[src/rtl/id_ex_reg.sv]
// ID/EX pipeline register: freeze hold, branch flush (remembered across a freeze) and load-use bubble.
// Optional performance counters are enabled with `define ID_EX_PERF_EN.
module id_ex_reg #(
   parameter int WORD = 32
) (
   input  logic            clk,
   input  logic            rst,
   input  logic            freeze,
   input  logic            flush,
   input  logic            bubble,
   input  logic            id_valid,
   input  logic            id_wb_en,
   input  logic            id_mem_read_en,
   input  logic            id_mem_write_en,
   input  logic            id_b,
   input  logic            id_s,
   input  logic            id_imm,
   input  logic [3:0]      id_exe_cmd,
   input  logic [WORD-1:0] id_pc,
   input  logic [WORD-1:0] id_val_rn,
   input  logic [WORD-1:0] id_val_rm,
   input  logic [11:0]     id_shift_operand,
   input  logic [23:0]     id_signed_imm_24,
   input  logic [3:0]      id_dest,
   input  logic [3:0]      id_src1,
   input  logic [3:0]      id_src2,
   input  logic [3:0]      id_status,
   output logic            exe_valid,
   output logic            exe_wb_en,
   output logic            exe_mem_read_en,
   output logic            exe_mem_write_en,
   output logic            exe_b,
   output logic            exe_s,
   output logic            exe_imm,
   output logic [3:0]      exe_exe_cmd,
   output logic [WORD-1:0] exe_pc,
   output logic [WORD-1:0] exe_val_rn,
   output logic [WORD-1:0] exe_val_rm,
   output logic [11:0]     exe_shift_operand,
   output logic [23:0]     exe_signed_imm_24,
   output logic [3:0]      exe_dest,
   output logic [3:0]      exe_src1,
   output logic [3:0]      exe_src2,
   output logic [3:0]      exe_status,
`ifdef ID_EX_PERF_EN
   output logic [31:0]     perf_stall_cnt,
   output logic [31:0]     perf_bubble_cnt,
`endif
   output logic            flush_pending
);

   // Control fields are the ones zeroed when an instruction is killed.
   typedef struct packed {
      logic valid;
      logic wb_en;
      logic mem_read_en;
      logic mem_write_en;
      logic b;
      logic s;
   } ctrl_t;

   typedef struct packed {
      logic            imm;
      logic [3:0]      exe_cmd;
      logic [WORD-1:0] pc;
      logic [WORD-1:0] val_rn;
      logic [WORD-1:0] val_rm;
      logic [11:0]     shift_operand;
      logic [23:0]     signed_imm_24;
      logic [3:0]      dest;
      logic [3:0]      src1;
      logic [3:0]      src2;
      logic [3:0]      status;
   } data_t;

   ctrl_t ctrl_q, ctrl_d, id_ctrl;
   data_t data_q, data_d, id_data;
   logic  pend_q, pend_d;
   logic  eff_flush;

   assign id_ctrl = '{valid:        id_valid,
                      wb_en:        id_wb_en,
                      mem_read_en:  id_mem_read_en,
                      mem_write_en: id_mem_write_en,
                      b:            id_b,
                      s:            id_s};

   assign id_data = '{imm:           id_imm,
                      exe_cmd:       id_exe_cmd,
                      pc:            id_pc,
                      val_rn:        id_val_rn,
                      val_rm:        id_val_rm,
                      shift_operand: id_shift_operand,
                      signed_imm_24: id_signed_imm_24,
                      dest:          id_dest,
                      src1:          id_src1,
                      src2:          id_src2,
                      status:        id_status};

   assign eff_flush = flush | pend_q;

   always_comb begin
      // NOTE: every signal gets a default first so no path leaves it unassigned (no latch).
      ctrl_d = ctrl_q;
      data_d = data_q;
      pend_d = pend_q;
      if (freeze) begin
         if (flush) pend_d = 1'b1;
      end else begin
         data_d = id_data;
         pend_d = 1'b0;
         if (eff_flush || bubble) ctrl_d = '0;
         else if (id_valid)       ctrl_d = id_ctrl;
         else                     ctrl_d = '0;
      end
   end

   // NOTE: state registers use non-blocking assignments so all flops update together at the edge.
   always_ff @(posedge clk or negedge rst) begin
      if (!rst) begin
         ctrl_q <= '0;
         data_q <= '0;
         pend_q <= 1'b0;
      end else begin
         ctrl_q <= ctrl_d;
         data_q <= data_d;
         pend_q <= pend_d;
      end
   end

`ifdef ID_EX_PERF_EN
   logic [31:0] stall_cnt_q, stall_cnt_d;
   logic [31:0] bubble_cnt_q, bubble_cnt_d;
   logic        bubble_evt;

   // A flush that kills a real instruction counts as a lost slot, same as a bubble.
   assign bubble_evt = !freeze && (eff_flush ? id_valid : bubble);

   always_comb begin
      stall_cnt_d  = freeze     ? stall_cnt_q + 32'd1  : stall_cnt_q;
      bubble_cnt_d = bubble_evt ? bubble_cnt_q + 32'd1 : bubble_cnt_q;
   end

   always_ff @(posedge clk or negedge rst) begin
      if (!rst) begin
         stall_cnt_q  <= '0;
         bubble_cnt_q <= '0;
      end else begin
         stall_cnt_q  <= stall_cnt_d;
         bubble_cnt_q <= bubble_cnt_d;
      end
   end

   assign perf_stall_cnt  = stall_cnt_q;
   assign perf_bubble_cnt = bubble_cnt_q;
`endif

   assign exe_valid         = ctrl_q.valid;
   assign exe_wb_en         = ctrl_q.wb_en;
   assign exe_mem_read_en   = ctrl_q.mem_read_en;
   assign exe_mem_write_en  = ctrl_q.mem_write_en;
   assign exe_b             = ctrl_q.b;
   assign exe_s             = ctrl_q.s;
   assign exe_imm           = data_q.imm;
   assign exe_exe_cmd       = data_q.exe_cmd;
   assign exe_pc            = data_q.pc;
   assign exe_val_rn        = data_q.val_rn;
   assign exe_val_rm        = data_q.val_rm;
   assign exe_shift_operand = data_q.shift_operand;
   assign exe_signed_imm_24 = data_q.signed_imm_24;
   assign exe_dest          = data_q.dest;
   assign exe_src1          = data_q.src1;
   assign exe_src2          = data_q.src2;
   assign exe_status        = data_q.status;
   assign flush_pending     = pend_q;

endmodule
[config.mk]
export PLATFORM = sky130hd
export DESIGN_NAME = id_ex_reg
export DESIGN_NICKNAME = d
export VERILOG_FILES = /design/src/rtl/id_ex_reg.sv
export SDC_FILE = /design/constraint.sdc
export NUM_CORES = 1
export LEC_CHECK = 0
export CAP_MARGIN = 20
export CORE_MARGIN = 1.5
export CORE_UTILIZATION = 39
export CTS_CLUSTER_SIZE = 40
export DETAILED_ROUTE_END_ITERATION = 8
export PLACE_DENSITY = 0.8
export SYNTH_ARGS = -nofsm -noshare
export SYNTH_HDL_FRONTEND = slang
export SYNTH_SLANG_ARGS = --single-unit
[constraint.sdc]
create_clock -name clk -period 1.47 [get_ports clk]
set_clock_uncertainty 0.15 [all_clocks]
set_input_delay 0.294 -clock clk [delete_from_list [all_inputs] [get_ports clk]]
set_output_delay 0.294 -clock clk [all_outputs]
set_load 0.02 [all_outputs]
Word level (Yosys, flattened, before mapping):

Cells that the tools add are included.
Widths: inputs -> output; s select.

* register bits after elaboration: 160
* input bits: 164
* output and inout port bits: 160

* eq/ne operators: 1
* mux-type cells: 4
* bitwise operators: 1
* reduce and logical (&&, ||, !) cells: 1

Operator list (number)
* $mux 6: 2
* $mux 1: 2
* $ne 2x1->1 const B: 1
* $logic_or 1x1->1: 1
* $or 1x1->1: 1

Longest topological paths before layout:

Gate-level depths: netlist (run 1).

* word-level depth: 3
* mapped depth: 4
* mapped depth without buffers: 2

Least setup slack after synthesis (run 1):

Ideal clock, no wire load.

* path type: register to register
* start point: register pend_q, in the netlist flush_pending
* end point: register ctrl_q (netlist bit exe_b)
* library setup time: 76 ps
* arrival time: 1124 ps
* data required time: 1244 ps
* setup slack: 119 ps
* cell stages (with the launch flop): 3
* period minus slack after synthesis: 1351 ps
* cells stage by stage: dfrtp_1 -> or4b_4 -> o21ai_1

* longest elaborated chain between the ends: 3

Ends and longest elaborated chain
* from (decl): line 78 `logic pend_q, pend_d;`
* from (signal assigned): line 127 `pend_q <= pend_d;`
* $or 1x1->1: line 100 `assign eff_flush = flush | pend_q;`
* $logic_or 1x1->1: line 112 `if (eff_flush || bubble) ctrl_d = '0;`
* $mux 6: line 112
* to (signal assigned): line 125 `ctrl_q <= ctrl_d;`
* to (decl): line 76 `ctrl_t ctrl_q, ctrl_d, id_ctrl;`

Every way passes these cells.
A chain may end at the register's enable or synchronous reset.

Worst setup path in the final report (run 1):

* start point: register data_q (netlist bit exe_val_rn[7])
* end point: output port exe_val_rn[7]

RTL lines
* from (decl): line 77 `data_t data_q, data_d, id_data;`
* from (signal assigned): line 126 `data_q <= data_d;`
* to (decl): line 37 `output logic [WORD-1:0] exe_val_rn,`

No word-level cell between the ends.

==> results of run 1 <==
==> registers in the layout, indices dropped and copies added, names as in the netlist <==
name               count
exe_shift_operand     12
exe_dest               4
exe_exe_cmd            4
exe_wb_en              1
exe_valid              1
exe_val_rn            32
exe_mem_read_en        1
exe_imm                1
exe_val_rm            32
exe_src1               4
exe_s                  1
exe_pc                32
exe_status             4
exe_b                  1
exe_mem_write_en       1
flush_pending          1
exe_signed_imm_24     24
exe_src2               4
==> worst max path at each step <==
stage / slack [ns] / end / start / cells after the start
finish: 0.05 / exe_val_rn[7] / exe_val_rn[7]$_DFFE_PN0N_ / 1
detailed placement: -0.23 / exe_wb_en$_DFFE_PN0N_ / flush / 3
global route: 0.009 / exe_pc[5] / exe_pc[5]$_DFFE_PN0N_ / 1
CTS: 0.02 / exe_src1[0] / exe_src1[0]$_DFFE_PN0N_ / 1
floorplan: 0.12 / exe_b$_DFFE_PN0N_ / flush_pending$_DFFE_PN0P_ / 2
global placement: -0.20 / exe_b$_DFFE_PN0N_ / bubble / 3
==> synth_stat cells <==
cell,number,area [um2]
sky130_fd_sc_hd__nand2_1,6,22.52
sky130_fd_sc_hd__o21a_1,1,7.510
sky130_fd_sc_hd__or4b_4,1,13.76
sky130_fd_sc_hd__mux2_2,153,1723
sky130_fd_sc_hd__dfrtp_1,160,4004
sky130_fd_sc_hd__buf_6,10,112.6
sky130_fd_sc_hd__buf_2,3,15.01
sky130_fd_sc_hd__o21ai_1,4,20.02
sky130_fd_sc_hd__o21ai_2,2,17.52
sky130_fd_sc_hd__buf_4,5,37.54
sky130_fd_sc_hd__nand2b_1,5,31.28
==> placed cells by master (no fill, tap or decap) <==
| cell type | synthesis | layout |
|---|---|---|
| sky130_fd_sc_hd__dfrtp_1 | 160 | 160 |
| sky130_fd_sc_hd__clkinvlp_4 | 0 | 3 |
| sky130_fd_sc_hd__buf_2 | 3 | 160 |
| sky130_fd_sc_hd__clkbuf_1 | 0 | 2 |
| sky130_fd_sc_hd__inv_6 | 0 | 1 |
| sky130_fd_sc_hd__clkinv_2 | 0 | 4 |
| sky130_fd_sc_hd__clkdlybuf4s50_1 | 0 | 161 |
| sky130_fd_sc_hd__buf_4 | 5 | 13 |
| sky130_fd_sc_hd__mux2_2 | 153 | 153 |
| sky130_fd_sc_hd__nand2b_1 | 5 | 5 |
| sky130_fd_sc_hd__clkbuf_16 | 0 | 17 |
| sky130_fd_sc_hd__clkbuf_8 | 0 | 3 |
| sky130_fd_sc_hd__o21ai_1 | 4 | 4 |
| sky130_fd_sc_hd__o21ai_2 | 2 | 2 |
| sky130_fd_sc_hd__dlygate4sd3_1 | 0 | 1 |
| sky130_fd_sc_hd__buf_6 | 10 | 2 |
| sky130_fd_sc_hd__or4b_4 | 1 | 1 |
| sky130_fd_sc_hd__buf_12 | 0 | 7 |
| sky130_fd_sc_hd__clkinv_4 | 0 | 1 |
| sky130_fd_sc_hd__nand2_1 | 6 | 6 |
| sky130_fd_sc_hd__o21a_1 | 1 | 1 |
==> power groups by stage <==
stage	Clock (mW)	Sequential [mW]	Combinational (mW)
2_1_floorplan	0	5.65	0.549
3_3_place_gp	0	5.10	2.62
3_5_place_dp	0	5.14	2.67
4_1_cts	4.09	5.04	2.27
5_1_grt	4.30	5.09	2.37
6_report	3.98	5.04	2.23
==> final cells by class <==
type,count,share of cell area [%]
flip-flops and latches,160,43.09
clock inverters,9,0.6464
multi-input cells,172,19.75
well taps,188,2.532
clock buffers,22,5.104
repair buffers,344,28.87
==> metrics by stage <==
stage / worst slack (ns) / utilization, % / TNS (ns) / instance area [um2] / hold WS (ns)
floorplan: 0.1194 / - / 0 / 6005 / -0.1516
global placement: -0.1988 / 63.04 / -1.130 / 9548 / 0.04224
detailed placement: -0.2268 / 63.04 / -1.221 / 9548 / 0.05041
CTS: 0.02113 / 61.35 / 0 / 9291 / 0.05306
global route: 0.009483 / 61.35 / 0 / 9291 / 0.06579
finish: 0.04955 / 61.35 / 0 / 9291 / 0.07620
==> metal layers <==
| layer | routed length (um) | share of wire [%] |
|---|---|---|
| met1 | 5946 | 37 |
| met4 | 433 | 2.7 |
| met2 | 8191 | 52 |
| met3 | 1318 | 8.3 |
| met5 | 0 | 0 |
==> logic make-up after synthesis <==
group / count (synthesis) / share of synthesized area, %
flops: 160 / 66.68
mux: 153 / 28.69
buf+inv: 18 / 2.751
compound gates: 7 / 0.7503
simple gates: 12 / 1.125
==> repair_timing <==
item | 4_1_cts | 5_1_grt
hold endpoints to repair | 160 | 0
hold buffers | 1 | 0
gates resized for setup | 640 | 0
setup endpoints to repair | 160 | 0
==> impl_metrics.tcl, run 1 <==
set metrics [dict create \
    ys_seq_area_share_pct 66.68 \
    clock_sinks 160 \
    grt_pass1_wl_mm 25.04 \
    p_sw_share_pct 26.98 \
    area_of_the_die_mm2 0.01615 \
    final_layout_size_suffix_gt1_share_pct 51.91 \
    worstPathRequired_ns 1.03 \
    remaining_routing_drc_violations 0 \
    cpPeakStageDelay_ns 0.39 \
    hold_depth 2 \
    setup_viol 0 \
    seqPwrFrac_pct 44.8 \
    synth.ff_latch_count 160 \
    crit-reg2reg-launch "flush_pending$_DFFE_PN0P_" \
    global_route.overflow_total 0 \
    post-place-cells 863 \
    p_clk_share_pct 35.4 \
    clkTransAtPathRegs_ns 0.06 \
    grt_max_degree 46 \
    first_global_vias 4697 \
    port_buffers 323 \
    initial_antenna_violation_count 0 \
    die_height_um 127.1 \
    worst_case_hold_path_end_point "flush_pending$_DFFE_PN0P_" \
    syn-cell-area_mm2 0.006005 \
    floorplan.initialDensity_pct 39.64 \
    drt-wirelength-per-cell_um 17.75 \
    cts.root.buffer_cell "sky130_fd_sc_hd__clkbuf_16" \
    maxSlewViolCount 0 \
    rrSetupSlack_ns 0.14 \
    crit_path_max_fanout 2 \
    grt_use_total_pct 20.41 \
    flow.area_growth_from_synthesis_pct 54.74 \
    max_clock_freq_mhz 704.0 \
    p_per_area_mw_per_mm2 1211 \
    slew_headroom_pct 78.60 \
    min_period_over_period_pct 96.63 \
    ant_nets 0 \
    power.switching_mw 3.036 \
    internal-power_mw 8.216 \
    irDropWorstVdd_mv 0.6899 \
    synth_cell_type_count 11 \
    actual_transition_at_the_worst_max_transition_pin_ns 0.3210 \
    antenna_cells 0 \
    timing.final.hold_violations 0 \
    route.final.wire_length_mm 15.89 \
    timing.critical_path.to_type "output port" \
    criticalPathCategory "reg2out" \
    hpwlAfterDp_mm 12.31 \
    cpLargestDelayFamily "flip-flops" \
    stdcell_count 895 \
    h_tree_depth_reported_by_cts 4 \
    ios 324 \
    fillerInstances 1184 \
    drt_iter0_drc 126 \
    worst_setup_path_start_kind "register" \
    grt_met2_usage_pct 35.07 \
    holdCritPathClass "in2reg" \
    design.core.area_mm2 0.01515 \
    combPwrFrac_pct 19.8 \
    hold_path_startpoint "freeze" \
    syn-mean-instance-area_um2 17.16 \
    layout_min_cycle_time_ns 1.420 \
    place.gp.congestion 0.7459 \
    route.vias.total 4127 \
    area_taken_by_multi_input_logic_gates_mm2 0.001836 \
    max-cap-violations 0 \
    outcome "finished clean" \
    gr-usage-met3_pct 6.784 \
    gr-usage-met1_pct 23.22 \
    critical_path.cell_chain "buf_2" \
    reg_area_mm2 0.004004 \
    syn-num-nets 514 \
    grt_most_used_layer "met2" \
    worst_skew_pair_later_pin_latency_ns 0.41 \
    worst_reg_to_reg_path_cell_count 2 \
    die-width_um 127.1 \
    tritoncts.num_buffers 17 \
    leakage_nw 4.195 \
    crit_path_top_delay_cell "sky130_fd_sc_hd__dfrtp_1" \
    via_per_inst 4.611 \
    synthCells 350 \
    synth.yosys.warnings 0 \
    cp_arrival_ns 0.98 \
    drt_first_pass_iters 4 \
    cts.repair_timing.setup_buffer_count 0 \
    r2r_end "exe_wb_en$_DFFE_PN0N_" \
    grt_setup_unrepaired "false" \
    finish.net_count 859 \
    cp.buffers_inverters 1 \
    num_rows 45 \
    report.power.total_mw 11.25 \
    tritoncts "done" \
    cts_max_path_buffers 2 \
]
No activity file was read; power rests on OpenSTA's default activity.
==> inputs of run 2 (changes only) <==
Settings changed: CTS_CLUSTER_SIZE 40 to 28.
==> results of run 2 <==
No change in the layout: final DEF, timing and power equal those of run 1.
